`config.mk`:
```
export PLATFORM = sky130hd
export DESIGN_NAME = avaliador_ativos_flat
export DESIGN_NICKNAME = d
export VERILOG_FILES = /design/src/rtl/avaliador_ativos_pkg.sv /design/src/rtl/avaliador_ativos_if.sv /design/src/rtl/avaliador_ativos_seletor_vizinho.sv /design/src/rtl/avaliador_ativos.sv /design/src/flat_wrapper.sv
export SDC_FILE = /design/constraint.sdc
export NUM_CORES = 1
export LEC_CHECK = 0
export ABC_AREA = 1
export CORE_MARGIN = 2
export CORE_UTILIZATION = 46
export CTS_CLUSTER_SIZE = 30
export DETAILED_ROUTE_END_ITERATION = 16
export PLACE_DENSITY = 0.76
export SETUP_SLACK_MARGIN = 0.2
export SLEW_MARGIN = 0
export SYNTH_ARGS = -nofsm -noshare
export SYNTH_HDL_FRONTEND = slang
export SYNTH_SLANG_ARGS = --single-unit
```
`constraint.sdc`:
```
create_clock -name clk -period 3.1 [get_ports clk]
set_input_delay 0.31 -clock clk [delete_from_list [all_inputs] [get_ports clk]]
set_output_delay 0.31 -clock clk [all_outputs]
set_load 0.02 [all_outputs]
```
`src/rtl/avaliador_ativos_pkg.sv`:
```
// Shared definitions for the active-node evaluator:
// FSM encoding, node-entry layout and default widths.
package avaliador_ativos_pkg;

    localparam int ADDR_W_DEF    = 10;
    localparam int DIST_W_DEF    = 6;
    localparam int CUSTO_W_DEF   = 4;
    localparam int NUM_PORTS_DEF = 8;

    // One-hot FSM: bit positions and encoded values
    localparam int ST_N      = 5;
    localparam int S_IDLE    = 0;
    localparam int S_SELECT  = 1;
    localparam int S_COMPARE = 2;
    localparam int S_PUSH    = 3;
    localparam int S_DONE    = 4;

    typedef logic [ST_N-1:0] state_t;

    localparam state_t ST_IDLE    = state_t'(1 << S_IDLE);
    localparam state_t ST_SELECT  = state_t'(1 << S_SELECT);
    localparam state_t ST_COMPARE = state_t'(1 << S_COMPARE);
    localparam state_t ST_PUSH    = state_t'(1 << S_PUSH);
    localparam state_t ST_DONE    = state_t'(1 << S_DONE);

    // Node entry is {valido, distancia, anterior}
    function automatic int valido_pos(input int aw, input int dw);
        return aw + dw;
    endfunction

    function automatic int dist_lsb(input int aw);
        return aw;
    endfunction

    localparam int ANTERIOR_LSB = 0;

endpackage

```
`src/rtl/avaliador_ativos_if.sv`:
```
// Command bus between the write-ordering stage and the evaluator:
// candidate bundle plus the ready/busy status returned upstream.
interface avaliador_ativos_if
    import avaliador_ativos_pkg::*;
#(
    parameter int ADDR_WIDTH      = ADDR_W_DEF,
    parameter int DISTANCIA_WIDTH = DIST_W_DEF,
    parameter int CUSTO_WIDTH     = CUSTO_W_DEF,
    parameter int NUM_PORTS       = NUM_PORTS_DEF
);

    logic                                 oe_atualizar_in;
    logic [NUM_PORTS-1:0]                 oe_vizinho_valido_in;
    logic [ADDR_WIDTH*NUM_PORTS-1:0]      oe_endereco_in;
    logic [CUSTO_WIDTH*NUM_PORTS-1:0]     oe_menor_vizinho_in;
    logic [DISTANCIA_WIDTH*NUM_PORTS-1:0] oe_distancia_in;
    logic [ADDR_WIDTH-1:0]                oe_anterior_in;
    logic                                 aa_atualizar_ready_out;
    logic                                 aa_ocupado_out;

    modport master (
        output oe_atualizar_in,
        output oe_vizinho_valido_in,
        output oe_endereco_in,
        output oe_menor_vizinho_in,
        output oe_distancia_in,
        output oe_anterior_in,
        input  aa_atualizar_ready_out,
        input  aa_ocupado_out
    );

    modport slave (
        input  oe_atualizar_in,
        input  oe_vizinho_valido_in,
        input  oe_endereco_in,
        input  oe_menor_vizinho_in,
        input  oe_distancia_in,
        input  oe_anterior_in,
        output aa_atualizar_ready_out,
        output aa_ocupado_out
    );

endinterface

```
`src/rtl/avaliador_ativos_seletor_vizinho.sv`:
```
// Lowest-set-bit priority encoder over a candidate mask.
// Shared with the upstream ordering stage.
module seletor_vizinho #(
    parameter int NUM_PORTS = 8,
    parameter int IDX_W     = (NUM_PORTS > 1) ? $clog2(NUM_PORTS) : 1
) (
    input  logic [NUM_PORTS-1:0] mask,
    output logic [IDX_W-1:0]     idx,
    output logic                 any
);

    always_comb begin
        idx = '0;
        for (int i = NUM_PORTS - 1; i >= 0; i--) begin
            if (mask[i]) idx = IDX_W'(i);
        end
    end

    assign any = |mask;

endmodule

```
`src/rtl/avaliador_ativos.sv`:
```
// Relax stage: read-modify-write of the node table for each valid
// candidate, pushing improved nodes into the active list.
module avaliador_ativos
    import avaliador_ativos_pkg::*;
#(
    parameter int ADDR_WIDTH      = ADDR_W_DEF,
    parameter int DISTANCIA_WIDTH = DIST_W_DEF,
    parameter int CUSTO_WIDTH     = CUSTO_W_DEF,
    parameter int NUM_PORTS       = NUM_PORTS_DEF,
    localparam int ENTRY_W = 1 + DISTANCIA_WIDTH + ADDR_WIDTH,
    localparam int PRIO_W  = DISTANCIA_WIDTH + 1
) (
    input  logic                  clk,
    input  logic                  rst_n,
    avaliador_ativos_if.slave     cmd,
    output logic                  mem_rd_en_out,
    output logic [ADDR_WIDTH-1:0] mem_addr_out,
    input  logic [ENTRY_W-1:0]    mem_rd_data_in,
    output logic                  mem_wr_en_out,
    output logic [ENTRY_W-1:0]    mem_wr_data_out,
    output logic                  al_push_out,
    input  logic                  al_push_ready_in,
    output logic [ADDR_WIDTH-1:0] al_endereco_out,
    output logic [PRIO_W-1:0]     al_prioridade_out
);

    localparam int AW       = ADDR_WIDTH;
    localparam int DW       = DISTANCIA_WIDTH;
    localparam int CW       = CUSTO_WIDTH;
    localparam int IDX_W    = (NUM_PORTS > 1) ? $clog2(NUM_PORTS) : 1;
    localparam int VAL_POS  = valido_pos(AW, DW);
    localparam int DIST_LSB = dist_lsb(AW);

    state_t state_q, state_d;

    logic [NUM_PORTS-1:0] pend_q, pend_nx;
    logic [IDX_W-1:0]     k_q, k_cur, k_nx;
    logic                 any_cur, any_nx;

    logic [AW-1:0] end_q [NUM_PORTS];
    logic [AW-1:0] end_nx [NUM_PORTS];
    logic [DW-1:0] dist_q [NUM_PORTS];
    logic [CW-1:0] cost_q [NUM_PORTS];
    logic [AW-1:0] ant_q;

    logic          cap;
    logic          improved;
    logic          rd_valido;
    logic [DW-1:0] rd_dist;
    logic          unused_rd;

    logic               rd_en_d, wr_en_d, push_d;
    logic               ready_d, ocupado_d;
    logic [AW-1:0]      addr_d, al_end_d;
    logic [ENTRY_W-1:0] wr_data_d;
    logic [PRIO_W-1:0]  prio_d;

    assign cap       = state_q[S_IDLE] && cmd.oe_atualizar_in;
    assign rd_valido = mem_rd_data_in[VAL_POS];
    assign rd_dist   = mem_rd_data_in[DIST_LSB +: DW];
    assign unused_rd = ^mem_rd_data_in[ANTERIOR_LSB +: AW];
    assign improved  = !rd_valido || (dist_q[k_q] < rd_dist);

    // k_cur picks the slot being read now; k_nx pre-selects the next one
    seletor_vizinho #(.NUM_PORTS(NUM_PORTS), .IDX_W(IDX_W)) u_sel_cur (
        .mask (pend_q),
        .idx  (k_cur),
        .any  (any_cur)
    );

    seletor_vizinho #(.NUM_PORTS(NUM_PORTS), .IDX_W(IDX_W)) u_sel_nx (
        .mask (pend_nx),
        .idx  (k_nx),
        .any  (any_nx)
    );

    always_comb begin
        pend_nx = pend_q;
        if (cap) begin
            pend_nx = cmd.oe_vizinho_valido_in;
        end else if (state_q[S_SELECT] && any_cur) begin
            pend_nx[k_cur] = 1'b0;
        end
        for (int i = 0; i < NUM_PORTS; i++) begin
            end_nx[i] = cap ? cmd.oe_endereco_in[AW*i +: AW] : end_q[i];
        end
    end

    always_ff @(posedge clk or negedge rst_n) begin
        if (!rst_n) begin
            pend_q <= '0;
            k_q    <= '0;
            ant_q  <= '0;
            for (int i = 0; i < NUM_PORTS; i++) begin
                end_q[i]  <= '0;
                dist_q[i] <= '0;
                cost_q[i] <= '0;
            end
        end else begin
            pend_q <= pend_nx;
            if (state_q[S_SELECT] && any_cur) k_q <= k_cur;
            if (cap) begin
                ant_q <= cmd.oe_anterior_in;
                for (int i = 0; i < NUM_PORTS; i++) begin
                    end_q[i]  <= end_nx[i];
                    dist_q[i] <= cmd.oe_distancia_in[DW*i +: DW];
                    cost_q[i] <= cmd.oe_menor_vizinho_in[CW*i +: CW];
                end
            end
        end
    end

    always_ff @(posedge clk or negedge rst_n) begin
        if (!rst_n) state_q <= ST_IDLE;
        else        state_q <= state_d;
    end

    always_comb begin
        state_d = state_q;
        unique case (1'b1)
            state_q[S_IDLE]: begin
                if (cmd.oe_atualizar_in) state_d = ST_SELECT;
            end
            state_q[S_SELECT]: begin
                state_d = any_cur ? ST_COMPARE : ST_DONE;
            end
            state_q[S_COMPARE]: begin
                state_d = improved ? ST_PUSH : ST_SELECT;
            end
            state_q[S_PUSH]: begin
                if (al_push_ready_in) state_d = ST_SELECT;
            end
            state_q[S_DONE]: begin
                state_d = ST_IDLE;
            end
            default: state_d = ST_IDLE;
        endcase
    end

    // Outputs are computed for the upcoming state and registered below
    always_comb begin
        ocupado_d = !state_d[S_IDLE];
        ready_d   = state_d[S_DONE];
        rd_en_d   = state_d[S_SELECT] && any_nx;
        wr_en_d   = state_q[S_COMPARE] && improved;
        push_d    = state_d[S_PUSH];
        addr_d    = '0;
        wr_data_d = '0;
        al_end_d  = '0;
        prio_d    = '0;
        if (rd_en_d) begin
            addr_d = end_nx[k_nx];
        end else if (wr_en_d) begin
            addr_d = end_q[k_q];
        end
        if (wr_en_d) begin
            wr_data_d = {1'b1, dist_q[k_q], ant_q};
        end
        if (push_d) begin
            al_end_d = end_q[k_q];
            prio_d   = PRIO_W'(dist_q[k_q]) + PRIO_W'(cost_q[k_q]);
        end
    end

    always_ff @(posedge clk or negedge rst_n) begin
        if (!rst_n) begin
            cmd.aa_atualizar_ready_out <= 1'b0;
            cmd.aa_ocupado_out         <= 1'b0;
            mem_rd_en_out              <= 1'b0;
            mem_addr_out               <= '0;
            mem_wr_en_out              <= 1'b0;
            mem_wr_data_out            <= '0;
            al_push_out                <= 1'b0;
            al_endereco_out            <= '0;
            al_prioridade_out          <= '0;
        end else begin
            cmd.aa_atualizar_ready_out <= ready_d;
            cmd.aa_ocupado_out         <= ocupado_d;
            mem_rd_en_out              <= rd_en_d;
            mem_addr_out               <= addr_d;
            mem_wr_en_out              <= wr_en_d;
            mem_wr_data_out            <= wr_data_d;
            al_push_out                <= push_d;
            al_endereco_out            <= al_end_d;
            al_prioridade_out          <= prio_d;
        end
    end

endmodule

```
`src/flat_wrapper.sv`:
```
// flat-port wrapper written by rule: the top's interface ports become plain ports
module avaliador_ativos_flat import avaliador_ativos_pkg::*;
#(
    parameter int ADDR_WIDTH      = ADDR_W_DEF,
    parameter int DISTANCIA_WIDTH = DIST_W_DEF,
    parameter int CUSTO_WIDTH     = CUSTO_W_DEF,
    parameter int NUM_PORTS       = NUM_PORTS_DEF,
    localparam int ENTRY_W = 1 + DISTANCIA_WIDTH + ADDR_WIDTH,
    localparam int PRIO_W  = DISTANCIA_WIDTH + 1
)
  (clk, rst_n, mem_rd_en_out, mem_addr_out, mem_rd_data_in, mem_wr_en_out, mem_wr_data_out, al_push_out, al_push_ready_in, al_endereco_out, al_prioridade_out, cmd_oe_atualizar_in, cmd_oe_vizinho_valido_in, cmd_oe_endereco_in, cmd_oe_menor_vizinho_in, cmd_oe_distancia_in, cmd_oe_anterior_in, cmd_aa_atualizar_ready_out, cmd_aa_ocupado_out);
  avaliador_ativos_if #(.ADDR_WIDTH(ADDR_WIDTH), .DISTANCIA_WIDTH(DISTANCIA_WIDTH), .CUSTO_WIDTH(CUSTO_WIDTH), .NUM_PORTS(NUM_PORTS)) cmd_i ();
  input  logic clk;
  input  logic rst_n;
  output logic mem_rd_en_out;
  output logic [ADDR_WIDTH-1:0] mem_addr_out;
  input  logic [ENTRY_W-1:0] mem_rd_data_in;
  output logic mem_wr_en_out;
  output logic [ENTRY_W-1:0] mem_wr_data_out;
  output logic al_push_out;
  input  logic al_push_ready_in;
  output logic [ADDR_WIDTH-1:0] al_endereco_out;
  output logic [PRIO_W-1:0] al_prioridade_out;
  input wire logic [$bits(cmd_i.oe_atualizar_in)-1:0] cmd_oe_atualizar_in;
  input wire logic [$bits(cmd_i.oe_vizinho_valido_in)-1:0] cmd_oe_vizinho_valido_in;
  input wire logic [$bits(cmd_i.oe_endereco_in)-1:0] cmd_oe_endereco_in;
  input wire logic [$bits(cmd_i.oe_menor_vizinho_in)-1:0] cmd_oe_menor_vizinho_in;
  input wire logic [$bits(cmd_i.oe_distancia_in)-1:0] cmd_oe_distancia_in;
  input wire logic [$bits(cmd_i.oe_anterior_in)-1:0] cmd_oe_anterior_in;
  output wire logic [$bits(cmd_i.aa_atualizar_ready_out)-1:0] cmd_aa_atualizar_ready_out;
  output wire logic [$bits(cmd_i.aa_ocupado_out)-1:0] cmd_aa_ocupado_out;
  assign cmd_i.oe_atualizar_in = cmd_oe_atualizar_in;
  assign cmd_i.oe_vizinho_valido_in = cmd_oe_vizinho_valido_in;
  assign cmd_i.oe_endereco_in = cmd_oe_endereco_in;
  assign cmd_i.oe_menor_vizinho_in = cmd_oe_menor_vizinho_in;
  assign cmd_i.oe_distancia_in = cmd_oe_distancia_in;
  assign cmd_i.oe_anterior_in = cmd_oe_anterior_in;
  assign cmd_aa_atualizar_ready_out = cmd_i.aa_atualizar_ready_out;
  assign cmd_aa_ocupado_out = cmd_i.aa_ocupado_out;
  avaliador_ativos #(.ADDR_WIDTH(ADDR_WIDTH), .DISTANCIA_WIDTH(DISTANCIA_WIDTH), .CUSTO_WIDTH(CUSTO_WIDTH), .NUM_PORTS(NUM_PORTS)) u_core (.clk(clk), .rst_n(rst_n), .cmd(cmd_i), .mem_rd_en_out(mem_rd_en_out), .mem_addr_out(mem_addr_out), .mem_rd_data_in(mem_rd_data_in), .mem_wr_en_out(mem_wr_en_out), .mem_wr_data_out(mem_wr_data_out), .al_push_out(al_push_out), .al_push_ready_in(al_push_ready_in), .al_endereco_out(al_endereco_out), .al_prioridade_out(al_prioridade_out));
endmodule
```
### After elaboration in Yosys (flattened, before gate mapping)

Index checks and enable logic that the tools add are counted.

| word-level totals | value |
|---|---|
| bits of input ports | 199 |
| latch bits | 0 |
| ROM bits | 0 |
| RAM bits | 0 |
| logic and storage cells | 107 |
| flip-flop bits (word level) | 235 |
| memories | 0 |
| output and inout port bits | 49 |

| cells by class | value |
|---|---|
| add/subtract/negate cells | 1 |
| $lt $le $gt $ge | 5 |
| reduce and logical (&&, ||, !) cells | 10 |
| equality and inequality tests | 0 |
| shift operators | 0 |
| $mul | 0 |
| mux-type cells | 50 |
| bitwise gates (word level) | 4 |
| div/mod/pow operators | 0 |

Operators by type and width:

| operator | count |
|---|---|
| $mux W10 | 15 |
| $bmux W10 S3 | 2 |
| $mux W3 | 16 |
| $pmux W5 S4 | 1 |
| $bmux W6 S3 | 1 |
| $mux W17 | 1 |
| $mux W8 | 2 |
| $reduce_or A8 Y1 | 2 |
| $mux W5 | 3 |
| $bmux W4 S3 | 1 |
| $mux W4 | 3 |
| $mux W6 | 2 |
| $and A8 B8 Y8 | 1 |
| $ge A4 B4 Y1 const B | 2 |
| $not A3 Y4 | 2 |
| $not A8 Y8 | 1 |
| $add A6 B4 Y7 | 1 |
| $mux W7 | 1 |
| $lt A6 B6 Y1 | 1 |
| $logic_and A1 B1 Y1 | 5 |
| $lt A3 B4 Y1 const B | 1 |
| $demux W1 S3 | 1 |
| $ge A3 B1 Y1 const B | 1 |
| $logic_not A1 Y1 | 2 |
| other kinds (2) | 2 |

### Longest topological paths before layout

Gate-level depths: netlist of run 1.

| depth | value |
|---|---|
| word-level depth | 29 |
| gate-level depth with buffers | 23 |
| depth with buffers taken out | 22 |

### Modules after synthesis

From an unflattened synthesis of run 1, not the netlist that was laid out.

| second synthesis, totals | value |
|---|---|
| cell total of the unflattened synthesis | 1150 |
| area, all modules | 11230.8 um2 |

Modules (own cells, without submodules):

| module | times used | seq. area each (um2) | cells an instance | area an instance (um2) |
|---|---|---|---|---|
| avaliador_ativos | 1 | 5806.8 | 1106 | 11033.1 |
| seletor_vizinho | 2 | 0.0 | 22 | 98.8 |

### Worst setup path before layout of run 1

No wires, ideal clock.

| path | value |
|---|---|
| path type | register to register |
| start | register u_core.k_q[0] |
| end | register u_core.al_prioridade_out[5] |
| path buffers | 4 |
| clock period less this slack | 2901 ps |
| data required time | 2980 ps |
| cell stages (with the launch flop) | 17 |
| data arrival time | 2781 ps |
| library setup time | 120 ps |
| setup slack | 199 ps |
| cells stage by stage | dfrtp_1 > buf_2 > buf_2 > buf_1 > buf_1 > nor2_1 > nor2_1 > o21ai_0 > a31oi_1 > ha_1 > a21oi_1 > inv_1 > a31oi_1 > nor2_1 > o21ai_0 > xor2_1 > nor2_1 |

| on the way | value |
|---|---|
| word-level cells in the longest chain between the ends | 9 |

RTL lines:

| element | line | source |
|---|---|---|
| from (decl) | avaliador_ativos.sv:37 | `logic [IDX_W-1:0] k_q, k_cur, k_nx;` |
| from (signal assigned) | avaliador_ativos.sv:101 | `if (state_q[S_SELECT] && any_cur) k_q <= k_cur;` |
| $not A3 Y4 (not written as such) (*) | avaliador_ativos.sv:62, avaliador_ativos.sv:161 |  |
| $bmux W6 S3 | avaliador_ativos.sv:62, avaliador_ativos.sv:161 |  |
| $mux W6 (not written as such) (2 in series) | avaliador_ativos.sv:62, avaliador_ativos.sv:161 |  |
| $lt A6 B6 Y1 | avaliador_ativos.sv:62 | `assign improved = !rd_valido \|\| (dist_q[k_q] < rd_dist);` |
| $logic_or A1 B1 Y1 | avaliador_ativos.sv:62 |  |
| $mux W4 | avaliador_ativos.sv:128 | `state_d = improved ? ST_PUSH : ST_SELECT;` |
| $pmux W5 S4 | avaliador_ativos.sv:120 | `unique case (1'b1)` |
| $mux W7 (*) | avaliador_ativos.sv:159 | `if (push_d) begin` |
| net u_core.prio_d[5] | avaliador_ativos.sv:56 | `logic [PRIO_W-1:0] prio_d;` |
| to (signal assigned) | avaliador_ativos.sv:185 | `al_prioridade_out <= prio_d;` |
| to (decl) | avaliador_ativos.sv:24 | `output logic [PRIO_W-1:0] al_prioridade_out` |

The timed path passes the listed nets; every way through them passes the cells marked *. The select of a mux whose other input is x is not followed.
A chain may end at the register's enable or synchronous reset.

### Final worst setup path of run 1

| path | value |
|---|---|
| start | register u_core.k_q[0] |
| end | register u_core.mem_addr_out[4] |

| on the way | value |
|---|---|
| word-level cells in the longest chain between the ends | 10 |

RTL lines:

| element | line | source |
|---|---|---|
| $not A3 Y4 (not written as such) (*) | avaliador_ativos.sv:62, avaliador_ativos.sv:154 |  |
| $bmux W6 S3 | avaliador_ativos.sv:62 |  |
| $mux W6 (not written as such) (2 in series) | avaliador_ativos.sv:62 |  |
| $lt A6 B6 Y1 | avaliador_ativos.sv:62 |  |
| $logic_or A1 B1 Y1 | avaliador_ativos.sv:62 |  |
| $mux W4 | avaliador_ativos.sv:128 |  |
| $pmux W5 S4 | avaliador_ativos.sv:120 |  |
| $logic_and A1 B1 Y1 | avaliador_ativos.sv:144 | `rd_en_d = state_d[S_SELECT] && any_nx;` |
| $mux W10 (*) | avaliador_ativos.sv:151 | `if (rd_en_d) begin` |
| net u_core.addr_d[4] | avaliador_ativos.sv:54 | `logic [AW-1:0] addr_d, al_end_d;` |
| to (signal assigned) | avaliador_ativos.sv:180 | `mem_addr_out <= addr_d;` |
| to (decl) | avaliador_ativos.sv:17 | `output logic [ADDR_WIDTH-1:0] mem_addr_out,` |

Marks and branches as above.

==> results of run 1 <==
[where the power goes]
| part | switching, mW | internal, mW |
|---|---|---|
| Clock | 1.21 | 1.84 |
| Combinational | 6.30 | 3.56 |
| Sequential | 0.683 | 4.45 |
| Total | 8.20 | 9.85 |
[registers in the layout, summed over array words and instances, names as in the netlist]
name	count
u_core.al_endereco_out	10
u_core.al_prioridade_out	7
u_core.ant_q	10
u_core.cmd.aa_atualizar_ready_out	1
u_core.cmd.aa_ocupado_out	1
u_core.cost_q	32
u_core.dist_q	48
u_core.end_q	80
u_core.k_q	3
u_core.mem_addr_out	10
u_core.mem_rd_en_out	1
u_core.mem_wr_data_out	17
u_core.pend_q	8
u_core.state_q	4
[cell families (layout without fill, tap and decap cells)]
kind of cell / after synthesis / count (layout) / share of synthesized area (%)
and+or+nand+nor: 725 / 725 / 26.7
AOI/OAI and AO/OA: 259 / 259 / 12.0
buffers and inverters: 270 / 502 / 9.36
DFF: 232 / 232 / 50.7
xor gates and xnor gates: 1 / 1 / 0.0765
adders and majority gates: 10 / 10 / 1.16
[worst max-delay path by stage]
stage / startpoint / to / slack (ps) / cells past startpoint
after floorplan: u_core.k_q[0] / u_core.al_prioridade_out[5] / 290 / 16
after global placement: u_core.k_q[0] / u_core.mem_addr_out[2] / 120 / 15
after detailed placement: u_core.k_q[0] / u_core.mem_addr_out[3] / 50 / 15
after CTS: u_core.k_q[0] / u_core.mem_addr_out[3] / 210 / 17
after global routing: u_core.k_q[0] / u_core.mem_addr_out[4] / 120 / 15
final: u_core.k_q[0] / u_core.mem_addr_out[4] / 280 / 15
[what timing repair did]
action                     in CTS  in global routing
gates resized for setup         8                 44
buffers inserted                3                 10
cloned                          0                  2
pin swaps                       0                  5
hold endpoints to repair       83                  0
hold buffers                    1                  0
setup endpoints to repair      16                 36
[per-layer routing]
layer  vias to the layer above  wire length (um)  track usage [%]
li1                       5147                 -                -
met1                      5096             14800             37.0
met2                       481             15600             39.5
met3                        80              2930             4.37
met4                         2              1190             8.97
met5                         -                13                0
[per-stage QoR]
stage	worst slack, ps	area [um2]
2_1_floorplan	293	11400
3_3_place_gp	124	14100
3_5_place_dp	46.9	14100
4_1_cts	212	15000
5_1_grt	118	15200
6_report	283	15200
[worst max-delay path, cell delays in order (launching register included)]
cell and delay (ps):
dfrtp_4 560, buf_4 200, o21ai_0 240, o22ai_2 150
nand2_1 100, nand2_1 100, ha_1 280, nand2_1 50
nor2_1 90, o21ai_1 70, nand2_1 80, nand2_2 70
nand2_2 220, clkinvlp_4 270, nand4_1 150, nand2_1 60
[layout by cell type, fill, tap and decap left out, drive strengths merged, types with 2 or more instances in the layout]
cell type,n
a21oi,49
a31oi,8
buf,40
bufinv,3
clkbuf,33
clkdlybuf4s50,236
clkinv,9
clkinvlp,6
dfrtp,231
ha,9
inv,174
nand2,449
nand3,119
nand4,13
nor2,101
nor3,2
o21a,3
o21ai,181
o221ai,2
o22ai,13
or2,41
[layout make-up]
class	count	area share, %
flip-flops and latches	232	38.2
multi-input cells	995	30.7
repair buffers	277	18.1
inverters	180	4.67
clock buffers	33	4.64
well taps	324	2.67
clock inverters	10	0.865
repair inverters	2	0.0988
==> results.yml, run 1 <==
layout:
  seq_area_um2: 5810
  fin_util_pct: 62.3
  fin_cells: 2053
  fill_cells: 2195
  multi_input_area_um2: 4670
  layout-drive-gt1-share_pct: 9.89
  nets: 1921
  area_growth_pct: 32.7
  diodes: 0
global_routing:
  antenna_found_initial: 1
  grt_max_degree: 121
  gr-total-overflow: 0
  track_usage_pct: 25.7
  grt_pass1_vias: 10300
  grt_pass1_wl_mm: 53.9
route:
  wire_per_inst_um: 16.8
  via_count: 10800
  routed_wl_mm: 34.5
  drt_iter0_markers: 1135
  drc: 0
  drt-vias-per-instance: 5.26
  first_pass_iters: 7
  ant_nets: 0
sta:
  setup_viol: 0
  fin_tns_setup_ps: 0
  skew_ps: 16.3
  min_period_ps: 2820
  rsz0062_at_grt: "no"
  hold_ws_ps: 326
  slew_viol_final: 0
  timing.slew.headroom_pct: 28.5
  finalHoldViolCount: 0
  period_share_pct: 90.9
  worstMarginPinSlew_ps: 1070
  fmax_mhz: 355
status:
  status: "finished clean"
clock_tree:
  clock_sinks: 232
  root_buffer: "clkbuf_16"
  cts_inserted_buffers: 24
  htreeDepth: 1
  clk_pin_slew_ps: 70
  cts_tree: "yes"
  worstSkewPairLatency_ps: 520
  clockBufferDepth: 3
pwr:
  peakVddDrop_mv: 0.804
  cellPowerDensity_nw_per_um2: 1190
  leakagePower_nw: 7.46
  p_total_mw: 18.0
critical_path:
  r2r_start: "u_core.k_q[0]"
  crit_path_start_kind: "register"
  path_max_fanout: 8
  r2r_setup_slack_ps: 280
  critPathKind: "reg -> reg"
  timing.rr.end: "u_core.mem_addr_out[4]"
  crit_arrival_ps: 3220
  worst_ep_required_time_ps: 3500
  r2r_cells: 15
  critPathCaptureType: "register"
worst_hold_path:
  whs_endpoint: "u_core.dist_q[47]"
  min-delay-start: "cmd_oe_distancia_in[5]"
  hold_depth: 3
  hp-class: "in -> reg"
floorplanning:
  dieWidth_um: 162
  coreArea_um2: 24400
  start_util_pct: 46.9
  dieArea_um2: 26200
  die_y_um: 162
  boundaryPins: 248
  rows: 57
yosys:
  synth_seq_area_share_pct: 50.7
  synth_commonest_cells: "nand2_1 (442), dfrtp_1 (231), o21ai_0 (177)"
  yosys.area.top_type: "dfrtp_1"
  yosysWarnings: 0
  ys.flop_type: "dfrtp_1"
  synth_area_leaders: "dfrtp_1 (51%), nand2_1 (14%), o21ai_0 (7.7%)"
  netlist_area_um2: 11400
  synthCells: 1497
  synth-edff-count: 0
  syn_area_per_cell_um2: 7.65
  ys_ff_latch: 232
  synthArstFlopShare_pct: 100
  synth.most_common_cell: "nand2_1"
  syn-num-nets: 1706
  synth_top_area_share_pct: 50.5
  ys_types: 36
placement:
  place_congestion: 0.908
  dp.cells: 1994
  io_buffers: 237
  hpwl_mm: 22.9
job:
  drv_cap: 0
(Power assumes the default switching activity.)
==> run 2, diff against run 1 <==
--- a/config.mk
+++ b/config.mk
@@ -6,6 +6,7 @@
 export NUM_CORES = 1
 export LEC_CHECK = 0
 export ABC_AREA = 1
+export CORE_ASPECT_RATIO = 1.4
 export CORE_MARGIN = 2
 export CORE_UTILIZATION = 46
 export CTS_CLUSTER_SIZE = 30
==> results.yml, run 2 (synthesis gave the netlist of run 1 again) <==
status:
  status: "finished clean"
placement:
  dpl_cell_area_um2: 14100
  io_buffers: 237
  place_congestion: 0.915
  hpwl_mm: 23.3
critical_path:
  path_buf_inv: 3
  crit_arrival_ps: 3230
  path_max_fanout: 26
  cp.depth: 16
  critPathMaxStageDelay_ps: 520
  timing.rr.end: "u_core.mem_addr_out[2]"
  r2r_start: "u_core.k_q[0]"
  critPathCaptureType: "register"
  crit_chain: "inv_6, buf_12, o21ai_0, o22ai_1, nand2_1, nand2_2, ha_1, a21oi_1, o21a_1, nand2_1, nand2_2, o211ai_2, nand2_2, buf_6, nand4_1, nand2_1"
  critPathKind: "reg -> reg"
  critPathTopFamily: "simple AND/OR/NAND/NOR gates"
  cp_slowest_cell: "dfrtp_4"
  worst_ep_required_time_ps: 3550
  r2r_cells: 16
  crit_path_start_kind: "register"
  r2r_setup_slack_ps: 310
sta:
  skew_ps: 8.41
  rsz0062_at_grt: "yes"
  min_period_ps: 2790
  worstMarginPinSlew_ps: 1060
  period_share_pct: 89.9
  slew_viol_final: 0
  timing.slew.headroom_pct: 29.1
  finalHoldViolCount: 0
  fmax_mhz: 359
  fin_tns_setup_ps: 0
  setup_viol: 0
pwr:
  peakVddDrop_mv: 0.689
  p_total_mw: 17.5
  leakagePower_nw: 7.39
  cellPowerDensity_nw_per_um2: 1170
layout:
  top_register: "u_core.end_q"
  mostFrequentLayoutCells: "nand2_1 (436), clkdlybuf4s50_1 (236), dfrtp_1 (229), o21ai_0 (170), inv_1 (168)"
  reg_top3: "u_core.end_q (80), u_core.dist_q (48), u_core.cost_q (32)"
  largest_reg_flops: 80
  layout_commonest_cell: "nand2_1"
  nets: 1917
  diodes: 0
  area_growth_pct: 31.1
  layout-drive-gt1-share_pct: 9.00
  final_area_um2: 15000
route:
  drc: 0
  wire_per_inst_um: 16.6
  routed_wl_mm: 33.7
  via_count: 10600
  first_pass_iters: 5
  ant_nets: 0
  drt_iter0_markers: 747
  drt-vias-per-instance: 5.20
global_routing:
  grt_max_degree: 121
  track_usage_pct: 25.9
  antenna_found_initial: 0
  grt_pass1_vias: 10600
  gr-total-overflow: 0
  grt_pass1_wl_mm: 53.1
floorplanning:
  dieWidth_um: 137
  dieArea_um2: 26200
  start_util_pct: 46.5
  boundaryPins: 248
  rows: 68
  coreArea_um2: 24600
  die_y_um: 191
clock_tree:
  clock_sinks: 232
  worstSkewPairLatency_ps: 510
  htreeDepth: 1
  clockBufferDepth: 3
  cts_inserted_buffers: 24
  clk_pin_slew_ps: 60
  root_buffer: "clkbuf_16"
  cts_tree: "yes"
worst_hold_path:
  hp-class: "in -> reg"
  min-delay-start: "cmd_oe_menor_vizinho_in[17]"
  hold_depth: 3
  whs_endpoint: "u_core.cost_q[13]"
job:
  drv_cap: 0
## run 2: worst max path at each step
stage,slack [ps],start,end
3_3_place_gp,160,u_core.k_q[0],u_core.mem_addr_out[8]
4_1_cts,190,u_core.k_q[0],u_core.mem_addr_out[8]
5_1_grt,180,u_core.k_q[0],u_core.mem_addr_out[4]
2_1_floorplan,290,u_core.k_q[0],u_core.al_prioridade_out[5]
3_5_place_dp,90,u_core.k_q[0],u_core.mem_addr_out[8]
6_report,310,u_core.k_q[0],u_core.mem_addr_out[2]
## run 2: metal layers
layer	track usage [%]	vias up	part of all wire, %	routed length, um
li1	-	5139	-	-
met1	30.9	4953	39	13000
met2	44.8	386	50	16800
met3	3.80	108	5.8	1940
met4	14.0	0	5.7	1930
met5	0	-	0	0
## run 2: through the flow
step / util (%) / instances / hold WS, ps / setup WS (ps)
after floorplan: - / 1497 / 14.4 / 293
after global placement: 57.4 / 1992 / 434 / 162
after detailed placement: 57.4 / 1992 / 445 / 88.1
after CTS: 60.6 / 2033 / 312 / 194
after global routing: 61.0 / 2037 / 332 / 181
final: 61.0 / 2037 / 328 / 314
## run 2: cell type report
type	instances	area (um2)
Multi-Input combinational cell	995	4630
Clock inverter	6	55.1
Clock buffer	34	689
Tap cell	315	394
Timing Repair inverter	1	7.51
Inverter	180	701
Timing Repair Buffer	274	2720
Sequential cell	232	5810
Fill cell	2180	9580
## run 2: repair_timing
item                                    CTS  global route
hold endpoints to repair                104             0
endpoints found under the setup margin   11            28
gates cloned                              0             1
buffers inserted                          0             3
hold buffers                              1             0
pin swaps                                 1             6
gates resized for setup                   6            32
## run 2: power breakdown
group | switching, mW | total, mW | internal [mW]
Sequential | 0.662 | 5.12 | 4.46
Clock | 1.17 | 2.79 | 1.62
Combinational | 6.13 | 9.64 | 3.51
## run 2: worst min-delay path: stages
cell and delay [ps]:
clkdlybuf4s50_1 390, nand2_1 60, nand2_1 40
==> run 3, diff against run 2 <==
--- a/config.mk
+++ b/config.mk
@@ -11,7 +11,8 @@
 export CORE_UTILIZATION = 46
 export CTS_CLUSTER_SIZE = 30
 export DETAILED_ROUTE_END_ITERATION = 16
-export PLACE_DENSITY = 0.76
+export PLACE_DENSITY_LB_ADDON = 0.15
+export REMOVE_ABC_BUFFERS = 1
 export SETUP_SLACK_MARGIN = 0.2
 export SLEW_MARGIN = 0
 export SYNTH_ARGS = -nofsm -noshare
==> results.yml, run 3 (synthesis gave the netlist of run 1 again) <==
clock_tree:
  cts_inserted_buffers: 23
  clock_sinks: 232
  root_buffer: "clkbuf_16"
  clk_pin_slew_ps: 70
  cts_tree: "yes"
  clockBufferDepth: 3
  worstSkewPairLatency_ps: 510
  htreeDepth: 1
sta:
  worstMarginPinSlew_ps: 967
  setup_viol: 0
  fmax_mhz: 365
  timing.slew.headroom_pct: 35.6
  min_period_ps: 2740
  skew_ps: 22.9
  fin_tns_setup_ps: 0
  rsz0062_at_grt: "no"
  period_share_pct: 88.4
  setup_slack_ps: 359
  finalHoldViolCount: 0
  slew_viol_final: 0
pwr:
  peakVddDrop_mv: 0.639
  leakagePower_nw: 7.39
  p_total_mw: 17.4
  cellPowerDensity_nw_per_um2: 1150
critical_path:
  path_max_fanout: 15
  cp_slowest_cell: "dfrtp_4"
  crit_path_start_kind: "register"
  crit_arrival_ps: 3190
  crit_chain: "buf_4, clkbuf_16, nor2_1, o22ai_1, nand2_1, nand2_1, ha_4, a21oi_1, o21a_1, nand2_2, nand2_2, o211ai_2, nand2_2, inv_4, buf_8, nand3_1, nand2_1"
  critPathKind: "reg -> reg"
  critPathCaptureType: "register"
  critPathMaxStageDelay_ps: 520
  worst_ep_required_time_ps: 3550
floorplanning:
  boundaryPins: 248
  dieArea_um2: 26200
  coreArea_um2: 24600
  rows: 68
  die_y_um: 191
  start_util_pct: 46.5
  dieWidth_um: 137
layout:
  area_growth_pct: 31.5
  largest_reg_flops: 80
  nets: 1913
  top_register: "u_core.end_q"
  layout-drive-gt1-share_pct: 8.57
  mostFrequentLayoutCells: "nand2_1 (437), clkdlybuf4s50_1 (236), dfrtp_1 (229), o21ai_0 (170), inv_1 (168)"
  layout_commonest_cell: "nand2_1"
  fill_cells: 2247
  reg_top3: "u_core.end_q (80), u_core.dist_q (48), u_core.cost_q (32)"
  fin_cells: 2032
  fin_util_pct: 61.2
route:
  routed_wl_mm: 32.8
  drt_iter0_markers: 533
  ant_nets: 0
  drc: 0
  via_count: 10400
  drt-vias-per-instance: 5.11
  wire_per_inst_um: 16.2
  first_pass_iters: 5
worst_hold_path:
  hp-class: "in -> reg"
job:
  drv_cap: 0
global_routing:
  grt_pass1_wl_mm: 51.4
  grt_max_degree: 107
  antenna_found_initial: 3
  track_usage_pct: 25.1
  gr-total-overflow: 0
  grt_pass1_vias: 10100
placement:
  dp_slack_ps: 4.26
  place_congestion: 0.892
  dp.cells: 1987
  io_buffers: 237
  hpwl_mm: 21.2
status:
  status: "finished clean"
==> run 3: changes by cell type in the layout (fill, tap and decap cells not counted), sizes merged <==
cell	before	now
buf	37	33
bufinv	1	3
clkbuf	34	32
clkinv	6	4
clkinvlp	3	2
diode	0	1
inv	177	178
==> run 3: layout make-up <==
cell class | count | area [um2] | area share [%]
antenna | 1 | 2.50 | 0.0166
clock buffer | 30 | 622 | 4.13
clock inverter | 7 | 116 | 0.773
inverter | 180 | 699 | 4.65
multi-input combinational | 995 | 4630 | 30.8
sequential | 232 | 5810 | 38.6
tap | 315 | 394 | 2.62
timing repair buffer | 272 | 2770 | 18.4
==> run 3: worst paths after layout <==
check / end / start / depth (start not counted) / slack [ps]
setup / recovery: u_core.mem_addr_out[6] / u_core.k_q[0] / 17 / 360
min in group asynchronous: u_core.end_q[51] / rst_n / 2 / 420
max in group asynchronous: u_core.cost_q[19] / rst_n / 3 / 1760
setup reg to reg: u_core.mem_addr_out[6] / u_core.k_q[0] / 17 / 360
hold / removal: u_core.dist_q[7] / cmd_oe_distancia_in[37] / 3 / 330
hold reg to reg: u_core.dist_q[12] / u_core.dist_q[12] / 2 / 470
==> run 3: per-layer routing <==
layer / vias to the layer above / GRT usage [%] / wire length [um]
li1: 5126 / - / -
met1: 4816 / 32.1 / 13300
met2: 349 / 42.9 / 16200
met3: 82 / 3.69 / 2100
met4: 4 / 9.12 / 1150
met5: - / 0 / 26
==> run 3: through the flow <==
step,cell area (um2),hold WS [ps]
global placement,14100,412
floorplan,11100,14.4
CTS,14900,324
finish,15000,333
global route,15000,337
detailed placement,14100,424
==> run 3: critical path, delay by kind of cell (launching register included) <==
family / cells / cell delay (ps)
AOI/OAI and AO/OA: 4 / 550
adders and majority gates: 1 / 280
buffers and inverters: 4 / 570
DFF: 1 / 520
and+or+nand+nor: 8 / 750
==> run 3: timing repair <==
item,4_1_cts,5_1_grt
hold buffers,1,0
hold endpoints to repair,102,0
setup buffers,1,3
cloned,0,2
gates resized for setup,10,28
endpoints found under the setup margin,26,34
pin swaps,0,4
==> run 3: where the power goes <==
part	switching [mW]	leakage, nW	internal [mW]
logic	5.92	4.24	3.53
registers	0.650	2.79	4.45
clock network	1.16	0.359	1.66
